<file path="config.mk">
export PLATFORM = sky130hd
export DESIGN_NAME = qmax_rmw_table
export DESIGN_NICKNAME = d
export VERILOG_FILES = /design/src/rtl/qmax_pkg.sv /design/src/rtl/qmax_merge_unit.sv /design/src/rtl/qmax_rmw_table.sv
export SDC_FILE = /design/constraint.sdc
export NUM_CORES = 2
export LEC_CHECK = 0
export CORE_MARGIN = 1
export CORE_UTILIZATION = 50
export DETAILED_ROUTE_END_ITERATION = 8
export GPL_ROUTABILITY_DRIVEN = 0
export PLACE_DENSITY = 0.66
export SYNTH_ARGS = -nofsm -noshare
export SYNTH_HDL_FRONTEND = slang
export SYNTH_SLANG_ARGS = --single-unit
</file>
<file path="constraint.sdc">
create_clock -name i_clk -period 8.1 [get_ports i_clk]
set_clock_uncertainty 0.15 [all_clocks]
set_input_delay 1.62 -clock i_clk [delete_from_list [all_inputs] [get_ports i_clk]]
set_output_delay 1.62 -clock i_clk [all_outputs]
set_load 0.005 [all_outputs]
</file>
<file path="src/rtl/qmax_pkg.sv">
`default_nettype none
// +----------------------------------------------------------------------+
// | Package    : qmax_pkg                                                |
// | Description: Shared encodings and default widths for the Q-max      |
// |              read-modify-write table.                                |
// | Revision   : 1.0 - initial release                                   |
// +----------------------------------------------------------------------+
package qmax_pkg;

  // Table control states: sweeping zeros into storage, or serving requests
  typedef enum logic [0:0] {
    ST_CLEAR = 1'b0,
    ST_RUN   = 1'b1
  } qmax_state_t;

  // Update mode encodings for i_upd_mode
  localparam logic UPD_OVERWRITE = 1'b0;
  localparam logic UPD_MAX       = 1'b1;

  // Default geometry
  localparam int DEF_ADDR_WIDTH = 6;
  localparam int DEF_DATA_WIDTH = 32;
  localparam int DEF_DEPTH      = 64;
  localparam int DEF_NUM_RD     = 2;
  localparam int DEF_ACT_WIDTH  = 2;

endpackage : qmax_pkg
`default_nettype wire

</file>
<file path="src/rtl/qmax_merge_unit.sv">
`default_nettype none
// +----------------------------------------------------------------------+
// | Module     : qmax_merge_unit                                         |
// | Description: Combinational update resolver. Chooses the new entry    |
// |              value (overwrite or signed max) and flags whether it    |
// |              differs from the stored value.                          |
// | Revision   : 1.0 - initial release                                   |
// +----------------------------------------------------------------------+
module qmax_merge_unit
  import qmax_pkg::*;
#(
  parameter int DATA_WIDTH = DEF_DATA_WIDTH
) (
  input  logic                  mode,
  input  logic [DATA_WIDTH-1:0] stored_val,
  input  logic [DATA_WIDTH-1:0] upd_val,
  output logic [DATA_WIDTH-1:0] new_val,
  output logic                  changed
);

  // Select the resulting value; ties in max mode keep the stored value
  always_comb begin
    new_val = upd_val;
    case (mode)
      UPD_OVERWRITE: new_val = upd_val;
      UPD_MAX:       new_val = ($signed(upd_val) > $signed(stored_val)) ? upd_val : stored_val;
      default:       new_val = upd_val;
    endcase
    changed = (new_val != stored_val);
  end

endmodule : qmax_merge_unit
`default_nettype wire

</file>
<file path="src/rtl/qmax_rmw_table.sv">
`default_nettype none
// +----------------------------------------------------------------------+
// | Module     : qmax_rmw_table                                          |
// | Description: Multi-port Q-max table. NUM_RD registered read ports,   |
// |              one 2-stage read-modify-write update port (overwrite or |
// |              signed max-merge), and a counter-driven clear sweep     |
// |              after reset that gates o_ready.                         |
// |              Optional macro QMAX_ARGMAX_EN adds a stored action      |
// |              index per entry (i_upd_act / o_rd_act).                 |
// | Revision   : 1.0 - initial release                                   |
// +----------------------------------------------------------------------+
module qmax_rmw_table
  import qmax_pkg::*;
#(
  parameter int ADDR_WIDTH = DEF_ADDR_WIDTH,
  parameter int DATA_WIDTH = DEF_DATA_WIDTH,
  parameter int DEPTH      = DEF_DEPTH,
  parameter int NUM_RD     = DEF_NUM_RD
`ifdef QMAX_ARGMAX_EN
  ,
  parameter int ACT_WIDTH  = DEF_ACT_WIDTH
`endif
) (
  input  logic                         i_clk,
  input  logic                         i_rst,
  input  logic [NUM_RD-1:0]            i_rd_en,
  input  logic [NUM_RD*ADDR_WIDTH-1:0] i_rd_addr,
  output logic [NUM_RD*DATA_WIDTH-1:0] o_rd_data,
  output logic [NUM_RD-1:0]            o_rd_valid,
  input  logic                         i_upd_valid,
  input  logic                         i_upd_mode,
  input  logic [ADDR_WIDTH-1:0]        i_upd_addr,
  input  logic [DATA_WIDTH-1:0]        i_upd_data,
  output logic                         o_ready,
  output logic                         o_upd_done,
  output logic                         o_upd_changed
`ifdef QMAX_ARGMAX_EN
  ,
  input  logic [ACT_WIDTH-1:0]         i_upd_act,
  output logic [NUM_RD*ACT_WIDTH-1:0]  o_rd_act
`endif
);

  localparam logic [ADDR_WIDTH-1:0] LAST_ADDR = ADDR_WIDTH'(DEPTH - 1);

  // ------------------------------------------------------------------
  // Control state and clear sweep
  // ------------------------------------------------------------------
  qmax_state_t           state;
  qmax_state_t           state_next;
  logic [ADDR_WIDTH-1:0] clear_cnt;
  logic [ADDR_WIDTH-1:0] clear_cnt_next;
  logic                  ready;

  // State and sweep counter registers; reset always restarts the sweep
  always_ff @(posedge i_clk) begin
    if (i_rst) begin
      state     <= ST_CLEAR;
      clear_cnt <= '0;
    end else begin
      state     <= state_next;
      clear_cnt <= clear_cnt_next;
    end
  end

  // Advance the sweep one entry per cycle and hand over to RUN after the last
  always_comb begin
    state_next     = state;
    clear_cnt_next = clear_cnt;
    case (state)
      ST_CLEAR: begin
        if (clear_cnt == LAST_ADDR) begin
          state_next = ST_RUN;
        end else begin
          clear_cnt_next = clear_cnt + 1'b1;
        end
      end
      ST_RUN:  state_next = ST_RUN;
      default: state_next = ST_CLEAR;
    endcase
  end

  assign ready   = (state == ST_RUN);
  assign o_ready = ready;

  // ------------------------------------------------------------------
  // Storage
  // ------------------------------------------------------------------
  logic [DATA_WIDTH-1:0] mem [DEPTH];

  // ------------------------------------------------------------------
  // Update pipeline
  // ------------------------------------------------------------------
  logic                  s1_valid;
  logic                  s1_mode;
  logic [ADDR_WIDTH-1:0] s1_addr;
  logic [DATA_WIDTH-1:0] s1_data;
  logic [DATA_WIDTH-1:0] s1_stored;

  logic                  s2_valid;
  logic                  s2_mode;
  logic [ADDR_WIDTH-1:0] s2_addr;
  logic [DATA_WIDTH-1:0] s2_data;
  logic [DATA_WIDTH-1:0] s2_stored;
  logic [DATA_WIDTH-1:0] s2_new;
  logic                  s2_changed;
  logic                  s2_we;

`ifdef QMAX_ARGMAX_EN
  logic [ACT_WIDTH-1:0]  mem_act [DEPTH];
  logic [ACT_WIDTH-1:0]  s1_act;
  logic [ACT_WIDTH-1:0]  s2_act;
`endif

  // Pipeline valid bits; reset drops anything in flight
  always_ff @(posedge i_clk) begin
    if (i_rst) begin
      s1_valid <= 1'b0;
      s2_valid <= 1'b0;
    end else begin
      s1_valid <= i_upd_valid & ready;
      s2_valid <= s1_valid;
    end
  end

  // Pipeline payload registers, loaded only when their stage is fed
  always_ff @(posedge i_clk) begin
    if (i_upd_valid && ready) begin
      s1_mode <= i_upd_mode;
      s1_addr <= i_upd_addr;
      s1_data <= i_upd_data;
`ifdef QMAX_ARGMAX_EN
      s1_act  <= i_upd_act;
`endif
    end
    if (s1_valid) begin
      s2_mode   <= s1_mode;
      s2_addr   <= s1_addr;
      s2_data   <= s1_data;
      s2_stored <= s1_stored;
`ifdef QMAX_ARGMAX_EN
      s2_act    <= s1_act;
`endif
    end
  end

  // S1 stored-value fetch; forward the S2 result when it is about to write the same entry
  always_comb begin
    s1_stored = mem[s1_addr];
    if (s2_we && (s2_addr == s1_addr)) begin
      s1_stored = s2_new;
    end
  end

  qmax_merge_unit #(
    .DATA_WIDTH (DATA_WIDTH)
  ) u_merge (
    .mode       (s2_mode),
    .stored_val (s2_stored),
    .upd_val    (s2_data),
    .new_val    (s2_new),
    .changed    (s2_changed)
  );

  // Unchanged results skip the write; memory already holds the value
  assign s2_we         = s2_valid & s2_changed;
  assign o_upd_done    = s2_valid & ~i_rst;
  assign o_upd_changed = s2_we & ~i_rst;

  // Single write port shared by the clear sweep and the S2 commit
  always_ff @(posedge i_clk) begin
    if (state == ST_CLEAR) begin
      mem[clear_cnt] <= '0;
`ifdef QMAX_ARGMAX_EN
      mem_act[clear_cnt] <= '0;
`endif
    end else if (s2_we && !i_rst) begin
      mem[s2_addr] <= s2_new;
`ifdef QMAX_ARGMAX_EN
      mem_act[s2_addr] <= s2_act;
`endif
    end
  end

  // ------------------------------------------------------------------
  // Read ports
  // ------------------------------------------------------------------
  logic [ADDR_WIDTH-1:0] rd_addr_w [NUM_RD];
  logic [DATA_WIDTH-1:0] rd_next   [NUM_RD];
`ifdef QMAX_ARGMAX_EN
  logic [ACT_WIDTH-1:0]  rd_act_next [NUM_RD];
`endif

  for (genvar k = 0; k < NUM_RD; k++) begin : g_rd
    assign rd_addr_w[k] = i_rd_addr[k*ADDR_WIDTH +: ADDR_WIDTH];
    // Write-first: a read colliding with the S2 commit sees the new value
    assign rd_next[k]   = (s2_we && (s2_addr == rd_addr_w[k])) ? s2_new : mem[rd_addr_w[k]];
`ifdef QMAX_ARGMAX_EN
    assign rd_act_next[k] = (s2_we && (s2_addr == rd_addr_w[k])) ? s2_act : mem_act[rd_addr_w[k]];
`endif
  end

  // Registered read data per port; data holds when the port is idle
  always_ff @(posedge i_clk) begin
    if (i_rst) begin
      o_rd_valid <= '0;
      o_rd_data  <= '0;
`ifdef QMAX_ARGMAX_EN
      o_rd_act   <= '0;
`endif
    end else begin
      for (int k = 0; k < NUM_RD; k++) begin
        o_rd_valid[k] <= i_rd_en[k] & ready;
        if (i_rd_en[k] && ready) begin
          o_rd_data[k*DATA_WIDTH +: DATA_WIDTH] <= rd_next[k];
`ifdef QMAX_ARGMAX_EN
          o_rd_act[k*ACT_WIDTH +: ACT_WIDTH]    <= rd_act_next[k];
`endif
        end
      end
    end
  end

endmodule : qmax_rmw_table
`default_nettype wire

</file>
=== Word-level counts from Yosys, hierarchy flattened ===
Memories as Yosys holds them, arrays and structs flattened. A register that Yosys moved wholly into a read port is not among the register bits.
Index checks and enable logic that the tools add are counted.
Widths: inputs -> output; s select.

* Register bits: 121
* Bits in read-only memories: 0
* Memory bits (writable): 2048
* Latch bits: 0
* Memories: 1

{| class="wikitable"
|+ Memories
! name !! words !! width !! rd ports !! clocked after Yosys merged registers in !! write ports !! line !! RTL
|-
| mem || 64 || 32 || 3 || 3 || 1 || qmax_rmw_table.sv:89 || <nowiki>logic [DATA_WIDTH-1:0] mem [DEPTH];</nowiki>
|}

* Divide/modulo/power cells: 0
* Shift-type cells: 0
* Mux-type cells: 13
* Add/subtract/negate cells: 1
* Order comparisons: 1
* Equality and inequality tests: 3
* Reductions and logical operators: 8
* Bitwise operators: 10
* Multipliers: 0

{| class="wikitable"
|+ Operators by type and width
! kind !! number
|-
| $mux 32 || 3
|-
| $pmux 32 s2 || 1
|-
| $gt 32x32->1 || 1
|-
| $ne 32x32->1 || 1
|-
| $reduce_or 32->1 || 1
|-
| $mux 6 || 2
|-
| $add 6x1->6 const B || 1
|-
| $and 1x1->1 || 6
|-
| $eq 6x6->1 || 1
|-
| $eq 6x6->1 const B || 1
|-
| $mux 1 || 6
|-
| $logic_and 1x1->1 || 5
|-
| $not 1->1 || 4
|-
| $pmux 1 s2 || 1
|-
| $reduce_and 2->1 || 1
|-
| $logic_not 1->1 || 1
|}

=== Depth between registers and ports, before layout ===
* Word-level depth: 11
* Mapped depth: 15
* Mapped depth without buffers: 12

=== Modules after synthesis ===
A second synthesis with hierarchy kept.

* Cell total of the unflattened synthesis: 6833
* Area total of the unflattened synthesis: 119582.2 um2

{| class="wikitable"
|+ By module, submodules not included
! module !! sequential area each (um2) !! area an instance (um2) !! times used !! cells an instance
|-
| qmax_rmw_table || 66423.7 || 117994.4 || 1 || 6636
|-
| qmax_merge_unit || 0.0 || 1587.8 || 1 || 197
|}

=== Worst setup path before layout ===
OpenSTA, ideal clock, no wires.

* Path type: input-to-reg
* From: input port i_rst
* To: memory mem[20][0] (netlist bit), enable pin
* Data arrival time: 5.435 ns
* Setup time: 0.461 ns
* Stages on the path: 8
* Path buffers: 2
* Setup slack: 2.055 ns
* Cells stage by stage: nor2b_1 -> nand4_1 -> nor2_4 -> clkbuf_1 -> nand3_1 -> o31a_1 -> clkbuf_1 -> nor3_1

* Longest elaborated chain between the ends: 7
* Elaborated cells between the ends (all ways): 8

{| class="wikitable"
|+ Ends and longest elaborated chain
! what !! line !! RTL
|-
| start: declaration || qmax_rmw_table.sv:25 || <nowiki>input logic i_rst,</nowiki>
|-
| $logic_not 1->1 * || qmax_rmw_table.sv:177 || <nowiki>end else if (s2_we && !i_rst) begin</nowiki>
|-
| $logic_and 1x1->1 * || qmax_rmw_table.sv:177 ||
|-
| $mux 1 * || qmax_rmw_table.sv:177 ||
|-
| $mux 1 * || qmax_rmw_table.sv:172 || <nowiki>if (state == ST_CLEAR) begin</nowiki>
|-
| $mux 1 (implied by the code) * || qmax_rmw_table.sv:178 || <nowiki>mem[s2_addr] <= s2_new;</nowiki>
|-
| $reduce_or 32->1 (no source line) || n/a ||
|-
| $mux 6 (no source line) / $mux 1 (equally long branches) || n/a ||
|-
| end: declaration || qmax_rmw_table.sv:89 ||
|}

Mark *: on every way between the ends. The rest lies on a longest branch, timed or not.

=== Worst setup path after layout ===
* From: register s2_data[14]
* To: output port o_upd_changed

* Longest elaborated chain between the ends: 6

{| class="wikitable"
|+ Ends and longest elaborated chain
! what !! line !! RTL
|-
| start: declaration || qmax_rmw_table.sv:103 || <nowiki>logic [DATA_WIDTH-1:0] s2_data;</nowiki>
|-
| start signal: assignment || qmax_rmw_table.sv:139 || <nowiki>s2_data <= s1_data;</nowiki>
|-
| $gt 32x32->1 || qmax_merge_unit.sv:26 || <nowiki>UPD_MAX: new_val = ($signed(upd_val) > $signed(stored_val)) ? upd_val : stored_val;</nowiki>
|-
| $mux 32 || qmax_merge_unit.sv:26 ||
|-
| $pmux 32 s2 * || qmax_merge_unit.sv:24 || <nowiki>case (mode)</nowiki>
|-
| $ne 32x32->1 * || qmax_merge_unit.sv:29 || <nowiki>changed = (new_val != stored_val);</nowiki>
|-
| $and 1x1->1 * || qmax_rmw_table.sv:166 || <nowiki>assign s2_we = s2_valid & s2_changed;</nowiki>
|-
| $and 1x1->1 * || qmax_rmw_table.sv:168 || <nowiki>assign o_upd_changed = s2_we & ~i_rst;</nowiki>
|-
| end: declaration || qmax_rmw_table.sv:36 || <nowiki>output logic o_upd_changed</nowiki>
|}

Marked as above.

==> impl_metrics.toml <==
[die]
pin_count = 125
row_count = 178
coreArea_um2 = 235000
die_w_um = 489
initial_utilization_pct = 50.3
fp.dieArea_um2 = 239000
die_h_um = 489

[hold_path]
whs_path_depth = 2
hp-class = "reg2reg"
whs_endpoint = "o_rd_data[47]$_SDFFE_PP0P_"
min_from = "o_rd_data[47]$_SDFFE_PP0P_"

[synthesis]
syn-mean-instance-area_um2 = 21.5
ys_seq_elements = 2239
ys_seq_area_share_pct = 56.0
ys.flop_type = "edfxtp_1"
synth_common_cells = "edfxtp_1, mux4_2, clkbuf_1, buf_1, nand2_1"
synthesis.nets = 5593
synth_area_um2 = 119000
yosys_warnings = 0
synth.most_common_cell = "edfxtp_1"
synth_top_area_share_pct = 54.7
asyncSetResetFlopFracSynth_pct = 0
netlist_instances = 5504
synth-edff-count = 2158
ys_types = 55
ys_top_cells_by_area = "edfxtp_1, mux4_2, dfxtp_1"
yosysTopAreaCell = "edfxtp_1"

[outcome]
run_status = "complete, no violations"

[power]
max-vdd-ir-drop_mv = 0.234
comb_power_share_pct = 6.5
switching_share_pct = 22.7
power_leakage_nw = 37.9
power_density_nw_per_um2 = 189
clockPowerShare_pct = 43.1
p_int_mw = 19.4
p_seq_share_pct = 50.4
p_sw_mw = 5.68

[sta]
timing.fmax_mhz = 148
final.setup.tns_ns = 0
fin_crit_sh_pct = 83.7
rsz0062_at_grt = "no"
worst_slew_pin_slew_ns = 1.32
max-slew-margin-rel_pct = 10.7
holdWs_ns = 0.308
fin_crit_ns = 6.78
drv_slew = 0
finalHoldViolCount = 0
finalSetupViolCount = 0

[placed_design]
dpl-instance-area_um2 = 125000
hpwl_um = 244000
placed_cells = 8501
portBuffers = 124

[job]
maxCapViolCount = 0

[global_route]
grt_first_pass_wirelength_um = 576000
gr-total-overflow = 0
grt_usage_pct = 35.6
grt_max_degree = 121
grt_pass1_vias = 69396
antenna_found_initial = 17

[route]
postRouteAntennaNets = 0
drt_iter0_drc = 11224
routed_wl_um = 418000
wl_per_cell_um = 46.7
vias_per_cell = 7.82
drtPass1Iterations = 6
vias = 69992
drc = 0

[finish]
area_delta_synth_final_pct = 11.6
final_area_um2 = 132000
final_net_count = 5675
drive_above_1_share_pct = 48.1
final_cells = 8950

[clock_network]
clkLatencyLatePin_ns = 0.91
clock_sinks = 2239
cts_root_buffer = "clkbuf_16"
cts_resized = 0
htree_num_levels = 4
clk_pin_slew_ns = 0.06
post-cts-setup-buffer-count = 0
cts_buffers = 233
cts_hold_buf = 0
cts_tree = "built"
cts_buffer_depth = 3

[critical_path]
r2r_cells = 13
path_class = "reg2out"
worstReg2RegEnd = "mem[14][3]$_DFFE_PP_"
cp_data_required_time_ns = 6.33
r2r_slack_ns = 2.67
cp_max_fo = 36
worstPathArrival_ns = 5.01
start_kind = "flop"
r2r_start = "s2_data[5]$_DFFE_PP_"
cp-end-kind = "output port"
## metrics by stage
step	util [%]	power (mW)	setup WS, ns
after floorplan	-	13.9	2.05
after global placement	53.0	14.5	2.16
after detailed placement	53.0	14.5	2.04
after CTS	56.2	25.1	1.38
after global routing	56.2	25.5	1.20
final	56.2	25.0	1.32
## layout make-up
cell class | instances | area (um^2)
Antenna cell | 7 | 17.5
Clock buffer | 303 | 6340
Clock inverter | 139 | 1270
Fill cell | 17301 | 103000
Inverter | 47 | 184
Multi-Input combinational cell | 2690 | 50400
Sequential cell | 2239 | 66500
Tap cell | 3150 | 3940
Timing Repair Buffer | 375 | 3710
## critical path, stage by stage (launching register included)
cell	delay [ns]
edfxtp_1	0.44
ha_1	0.35
nand4_1	0.19
nor4_1	0.40
a21boi_0	0.22
o31a_1	0.24
o32a_2	0.65
nand3_1	0.32
nor3b_1	0.60
clkdlybuf4s50_1	0.64
## kinds of logic (layout without fill, tap and decap cells)
family,after synthesis,after routing,synth area share [%]
multiplexers,2096,2096,38.9
AND/OR/NAND/NOR,340,340,1.49
buffers and inverters,575,864,1.83
AO/OA/AOI/OAI,172,172,1.01
other,0,7,0
XOR/XNOR,49,49,0.362
adder cells (fa/ha/maj),33,33,0.348
flip-flops,2239,2239,56.0
## cell usage in the layout, fill, tap and decap left out, types with 50 or more instances in the layout
cell type / synthesis / final
nor3_2: 0 / 58
mux4_2: 2006 / 2006
clkinv_2: 0 / 53
clkdlybuf4s50_1: 0 / 113
clkbuf_16: 0 / 235
buf_4: 0 / 210
dfxtp_1: 81 / 74
o21ai_0: 50 / 50
edfxtp_1: 2158 / 2158
nand2_1: 93 / 93
## worst max path at each step
| stage | depth (start not counted) | slack [ns] | end | start |
|---|---|---|---|---|
| after floorplan | 8 | 2.05 | mem[20][0]$_DFFE_PP_ | i_rst |
| after global placement | 10 | 2.16 | mem[54][1]$_DFFE_PP_ | i_rst |
| after detailed placement | 10 | 2.04 | mem[54][1]$_DFFE_PP_ | i_rst |
| after CTS | 9 | 1.38 | o_upd_changed | s2_data[14]$_DFFE_PP_ |
| after global routing | 9 | 1.20 | o_upd_changed | s2_data[14]$_DFFE_PP_ |
| final | 9 | 1.32 | o_upd_changed | s2_data[14]$_DFFE_PP_ |
## layer usage
layer	GRT usage [%]	up-vias	part of all wire [%]
li1	-	25377	-
met1	48.4	38104	35
met2	52.8	5414	45
met3	9.56	1089	14
met4	19.6	8	6.6
met5	0	-	0.014
## sequential cells by signal, summed over array words and instances, names as in the netlist, named ones only
name,count
s2_addr,6
o_rd_valid,2
s2_valid,1
mem,2048
s1_mode,1
s2_data,32
o_ready,1
s1_valid,1
o_rd_data,64
s1_addr,6
s2_mode,1
s1_data,32
s2_stored,32
clear_cnt,6
## power by group through the flow
stage               combinational, mW  sequential [mW]  clock (mW)
finish                           1.64             12.6        10.8
global route                     1.68             12.6        11.3
CTS                              1.62             12.6        10.8
detailed placement               1.62             12.8           0
global placement                 1.62             12.8           0
floorplan                        1.06             12.8           0
No activity file was read; power rests on OpenSTA's default activity.
